--- src/rtl/rtr_ovc_credit_tracker_pkg.sv ---
// Shared constants and index helpers for the output-VC credit tracker.
// No types are defined here. The package holds only the width helper and the
// index arithmetic that the tracker and its counters share.
package rtr_ovc_credit_tracker_pkg;

  // Ceiling log2. This gives the bits needed to encode values 0..value-1.
  function automatic int clogb(input int value);
    int r;
    int v;
    r = 0;
    v = value - 1;
    while (v > 0) begin
      r++;
      v = v >> 1;
    end
    return r;
  endfunction

  // Packet class index from a (message class, resource class) pair.
  function automatic int opc_index(input int mc, input int rc, input int nrc);
    return mc * nrc + rc;
  endfunction

  // Port-major flag bit index: port 0 class 0 is bit 0.
  function automatic int flag_index(input int port, input int opc, input int npc);
    return port * npc + opc;
  endfunction

endpackage

--- src/rtl/rtr_credit_counter.sv ---
// Single downstream credit counter for one (output port, packet class) pair.
// Ports:
//   clk, reset        clock, synchronous active-high reset
//   inc               credit returned this cycle
//   dec               credit consumed by a departing flit this cycle
//   cnt               free credits
//   full              no credits left
//   almost_full       exactly one credit left
//   empty             all buffer_size credits present
//   error             sticky underflow/overflow
module rtr_credit_counter
  import rtr_ovc_credit_tracker_pkg::*;
#(
  parameter int buffer_size = 8,
  parameter int cred_width  = clogb(buffer_size + 1)
) (
  input  logic                  clk,
  input  logic                  reset,
  input  logic                  inc,
  input  logic                  dec,
  output logic [cred_width-1:0] cnt,
  output logic                  full,
  output logic                  almost_full,
  output logic                  empty,
  output logic                  error
);

  localparam logic [cred_width-1:0] cnt_max = cred_width'(buffer_size);
  localparam logic [cred_width-1:0] cnt_one = cred_width'(1);

  // A consume and a return in the same cycle cancel out. Neither one is
  // checked for protocol limits in that case.
  always_ff @(posedge clk) begin
    if (reset) begin
      cnt   <= cnt_max;
      error <= 1'b0;
    end else begin
      case ({inc, dec})
        2'b01: begin
          if (cnt == '0) error <= 1'b1;
          else           cnt   <= cnt - cnt_one;
        end
        2'b10: begin
          if (cnt == cnt_max) error <= 1'b1;
          else                cnt   <= cnt + cnt_one;
        end
        default: ;
      endcase
    end
  end

  assign full        = (cnt == '0);
  assign almost_full = (cnt == cnt_one);
  assign empty       = (cnt == cnt_max);

endmodule

--- src/rtl/rtr_ovc_credit_tracker.sv ---
// Output-side credit tracker. Keeps one credit counter per (output port,
// packet class) pair and packs their flags for the flag-selection logic.
// All flag vectors are [0:N-1] with bit index = port*num_packet_classes + opc.
// Ports:
//   clk, reset            clock, synchronous active-high reset
//   flit_valid            a flit departs this cycle and consumes one credit
//   flit_op               one-hot output port of the departing flit
//   flit_opc              one-hot packet class of the departing flit
//   cred_valid_op         per-port credit return strobe
//   cred_opc_op           per-port one-hot class of the returned credit
//   full_op_opc           no credits left
//   almost_full_op_opc    exactly one credit left
//   empty_op_opc          downstream buffer empty (all credits present)
//   error_op_opc          sticky credit underflow/overflow
module rtr_ovc_credit_tracker
  import rtr_ovc_credit_tracker_pkg::*;
#(
  parameter  int num_message_classes  = 2,
  parameter  int num_resource_classes = 2,
  parameter  int num_ports            = 5,
  parameter  int buffer_size          = 8,
  localparam int num_packet_classes   = num_message_classes * num_resource_classes,
  localparam int num_flags            = num_ports * num_packet_classes,
  localparam int cred_width           = clogb(buffer_size + 1)
) (
  input  logic                        clk,
  input  logic                        reset,
  input  logic                        flit_valid,
  input  logic [0:num_ports-1]        flit_op,
  input  logic [0:num_packet_classes-1] flit_opc,
  input  logic [0:num_ports-1]        cred_valid_op,
  input  logic [0:num_flags-1]        cred_opc_op,
  output logic [0:num_flags-1]        full_op_opc,
  output logic [0:num_flags-1]        almost_full_op_opc,
  output logic [0:num_flags-1]        empty_op_opc,
  output logic [0:num_flags-1]        error_op_opc
);

  logic [cred_width-1:0] cnt_q [num_flags];

  // Departing flits must carry one-hot port and class selects.
  assert property (@(posedge clk) disable iff (reset)
    flit_valid |-> ($onehot(flit_op) && $onehot(flit_opc)));

  for (genvar p = 0; p < num_ports; p++) begin : g_port
    assert property (@(posedge clk) disable iff (reset)
      cred_valid_op[p] |-> $onehot(cred_opc_op[p*num_packet_classes +: num_packet_classes]));

    for (genvar c = 0; c < num_packet_classes; c++) begin : g_class
      localparam int idx = flag_index(p, c, num_packet_classes);

      logic dec;
      logic inc;

      assign dec = flit_valid & flit_op[p] & flit_opc[c];
      assign inc = cred_valid_op[p] & cred_opc_op[idx];

      rtr_credit_counter #(
        .buffer_size (buffer_size),
        .cred_width  (cred_width)
      ) u_cnt (
        .clk         (clk),
        .reset       (reset),
        .inc         (inc),
        .dec         (dec),
        .cnt         (cnt_q[idx]),
        .full        (full_op_opc[idx]),
        .almost_full (almost_full_op_opc[idx]),
        .empty       (empty_op_opc[idx]),
        .error       (error_op_opc[idx])
      );

      // The counter saturates, so it can never hold more than buffer_size.
      assert property (@(posedge clk) disable iff (reset)
        cnt_q[idx] <= cred_width'(buffer_size));
    end
  end

endmodule
--- config.mk ---
export PLATFORM = sky130hd
export DESIGN_NAME = rtr_ovc_credit_tracker
export DESIGN_NICKNAME = d
export VERILOG_FILES = /design/src/rtl/rtr_ovc_credit_tracker_pkg.sv /design/src/rtl/rtr_credit_counter.sv /design/src/rtl/rtr_ovc_credit_tracker.sv
export SDC_FILE = /design/constraint.sdc
export NUM_CORES = 1
export LEC_CHECK = 0
export BUFFER_PORTS_ARGS = -buffer_cell sky130_fd_sc_hd__clkbuf_2
export CAP_MARGIN = 20
export CORE_MARGIN = 1
export CORE_UTILIZATION = 40
export DETAILED_ROUTE_END_ITERATION = 16
export PLACE_DENSITY = 0.6
export SLEW_MARGIN = 15
export SYNTH_ARGS = -nofsm -noshare
export SYNTH_HDL_FRONTEND = slang
export SYNTH_SLANG_ARGS = --single-unit
--- constraint.sdc ---
create_clock -name clk -period 2.5 [get_ports clk]
set_clock_uncertainty 0.2 [all_clocks]
set_input_delay 0.125 -clock clk [delete_from_list [all_inputs] [get_ports clk]]
set_output_delay 0.125 -clock clk [all_outputs]
set_load 0.02 [all_outputs]
==> impl_metrics.csv <==
group,metric,value,unit
synthesis,ys_async_sr_fraction,0,%
layout,antenna_cells,0,
clock_tree,cts_tree,"yes",
clock_tree,h-tree-depth,3,
global_route,globalRouteOverflowTotal,0,
layout,fin_nets,1245,
placement,dp_hpwl,14.55,mm
synthesis,synth.top_cell.area_share,21.51,%
route,vias_per_cell,5.289,
synthesis,yosysTopAreaCell,"dfxtp_1",
synthesis,yosys_most_used_dff,"dfxtp_1",
synthesis,ys_ff_latch,100,
floorplanning,die_area,23880,um2
timing,slew_headroom,55.02,%
placement,pre_cts_slack,0.1782,ns
synthesis,synth_area,9306,um2
clock_tree,clock_insertion_delay_worst_skew,0.35,ns
timing,fin_crit_sh,83.00,%
run_status,status,"finished, final reports clean",
critical_path,worstPathArrival,1.75,ns
timing,worstMarginPinSlew,0.6746,ns
pwr,ir_worst_vdd,0.0003925,V
layout,regArea,2002,um2
clock_tree,cts.repair.resized,0,
clock_tree,ctsHoldBuffers,0,
global_route,grt_max_degree,92,
timing,worst_slack,0.4251,ns
synthesis,synth-seq-area-share,21.51,%
placement,portBuffers,116,
global_route,antenna_found_initial,0,
clock_tree,cts_setup_buffers,0,
timing,finalSetupViolCount,0,
synthesis,yosysUniqueCellTypes,32,
synthesis,synth_fp_nets,1243,
global_route,grt_pass1_wl,31.88,mm
critical_path,worstSetupEndpointType,"primary output",
critical_path,critPathMaxFanout,6,
synthesis,yosys.cell_count.top_type,"nor2_1",
layout,multi_input_area,6036,um2
layout,n_fill_cell,2294,
synthesis,synth_area_leaders,"dfxtp_1 (22%), ha_1 (13%), buf_4 (7.7%)",
floorplanning,ios,117,
layout,drive_above_1_share,21.51,%
clock_tree,clock-sinks,100,
route,wirelength,19.26,mm
route,drt_iter0_drc,314,
timing,period_needed,2.075,ns
timing,fin_tns_setup,0,ns
pwr,leakage,4.421,nW
synthesis,ys.warnings.count,0,
run,maxCapViolCount,0,
critical_path,critPathLaunchType,"flop",
floorplanning,fp-row-count,55,
synthesis,synth_edf_count,0,
floorplanning,design.core.area,22710,um2
floorplanning,start_util,40.98,%
clock_tree,cts_root_buf,"clkbuf_16",
timing,hold_viol,0,
placement,placed_cells_incl_taps,1382,
route,wire_per_inst,13.80,um
critical_path,cp.required,2.17,ns
global_route,track_usage,16.17,%
floorplanning,die_x,154.5,um
layout,stdcell_count,1396,
min_path,hold_path_class,"primary input to flop",
pwr,powerDensity,710.5,nW/um2
pwr,power,0.006949,W
route,firstDrtPassIters,4,
floorplanning,die_y,154.5,um
timing,slew_viol_final,0,
clock_tree,numCtsBuffers,9,
placement,gp_congestion,0.7815,
route,drc,0,
route,ant_nets,0,
timing,rsz0062_at_grt,"no",
critical_path,crit_type,"flop to primary output",
route,vias,7384,
global_route,grt_pass1_vias,6763,
clock_tree,clkTransAtPathRegs,0.07,ns
timing,fmax,481.9,MHz
clock_tree,clockBufferDepth,2,
synthesis,syn_inst,1106,
synthesis,syn_avg_cell_area,8.414,um2
layout,synthToLayoutAreaGrowth,5.095,%
synthesis,synth_common_cells,"nor2_1 (120), dfxtp_1 (100), ha_1 (100), buf_4 (96), inv_1 (80)",
==> final cells by class <==
cell class	count	area share, %
Clock inverter	2	0.3582
Multi-Input combinational cell	780	61.71
Inverter	80	3.070
Timing Repair Buffer	137	8.123
Clock buffer	12	2.622
Tap cell	285	3.646
Sequential cell	100	20.47
==> cells in the final DEF (no fill, tap or decap), types with 17 or more instances in the layout <==
| master | netlist | layout |
|---|---|---|
| inv_1 | 80 | 80 |
| nor3b_1 | 40 | 40 |
| a2111oi_0 | 40 | 40 |
| o31ai_1 | 20 | 20 |
| nand4_1 | 20 | 20 |
| mux2_2 | 60 | 60 |
| buf_4 | 96 | 17 |
| nor4bb_1 | 20 | 20 |
| clkbuf_2 | 0 | 115 |
| or4_4 | 20 | 20 |
| and3_1 | 20 | 20 |
| a2111o_1 | 20 | 20 |
| nand3_1 | 20 | 20 |
| mux2i_1 | 40 | 40 |
| nand2_1 | 20 | 20 |
| and2_1 | 20 | 20 |
| xor2_1 | 20 | 20 |
| nor2_1 | 120 | 120 |
| nand2b_1 | 34 | 34 |
| o21ai_0 | 20 | 20 |
| dfxtp_1 | 100 | 100 |
| nor2b_1 | 37 | 37 |
| a21oi_1 | 47 | 47 |
| a31oi_1 | 20 | 20 |
| ha_1 | 100 | 100 |
==> power by group <==
part / leakage (nW) / internal [W] / switching [W] / total [W]
sequential: 0.826 / 0.00192 / 0.000518 / 0.00244
combinational: 3.45 / 0.00141 / 0.00164 / 0.00306
clock: 0.145 / 0.000821 / 0.000633 / 0.00145
==> through the flow <==
stage               hold WS [ns]  utilization, %  cell area, um2
detailed placement        0.2474           41.79            9489
floorplan                 0.2337               -            9306
CTS                      0.07815           43.07            9781
global placement          0.2463           41.79            9489
finish                   0.06992           43.07            9781
global route              0.1200           43.07            9781
==> final timing paths <==
path                                          start                                end  slack [ns]  cells past startpoint
setup / recovery  g_port[3].g_class[2].u_cnt.cnt[1]                    full_op_opc[14]        0.43                      5
setup reg to reg  g_port[3].g_class[3].u_cnt.cnt[0]  g_port[3].g_class[3].u_cnt.cnt[0]        0.61                      5
hold reg to reg    g_port[2].g_class[2].u_cnt.error   g_port[2].g_class[2].u_cnt.error        0.26                      2
hold / removal                                reset  g_port[1].g_class[2].u_cnt.cnt[2]        0.07                      2
==> flip-flops by register name, summed over array words and instances (netlist names) <==
register / flops
g_port.g_class.u_cnt.cnt: 80
g_port.g_class.u_cnt.error: 20
==> per-layer routing <==
metal,global-route usage [%],vias to the layer above,share of wire [%]
met1,20.52,3424,48
met3,3.138,14,4.2
li1,-,3830,-
met2,27.84,116,46
met5,0,-,0
met4,4.338,0,1.2
==> logic make-up (layout without fill, tap and decap cells) <==
kind of cell / Yosys count / in the layout / share of synthesized area, %
AND/OR/NAND/NOR: 380 / 380 / 24.17
flip-flops: 100 / 100 / 21.51
AO/OA/AOI/OAI: 180 / 180 / 13.79
buffers and inverters: 226 / 231 / 13.63
adder cells (fa/ha/maj): 100 / 100 / 13.44
XOR/XNOR: 20 / 20 / 1.882
multiplexers: 100 / 100 / 11.56
==> critical path, cell delays in order (launching register included) <==
cell and delay, ns:
dfxtp_1 0.34, inv_1 0.11, ha_1 0.19, nor2b_1 0.33, nor2b_1 0.25, clkbuf_2 0.20
No activity file was read; power rests on OpenSTA's default activity.
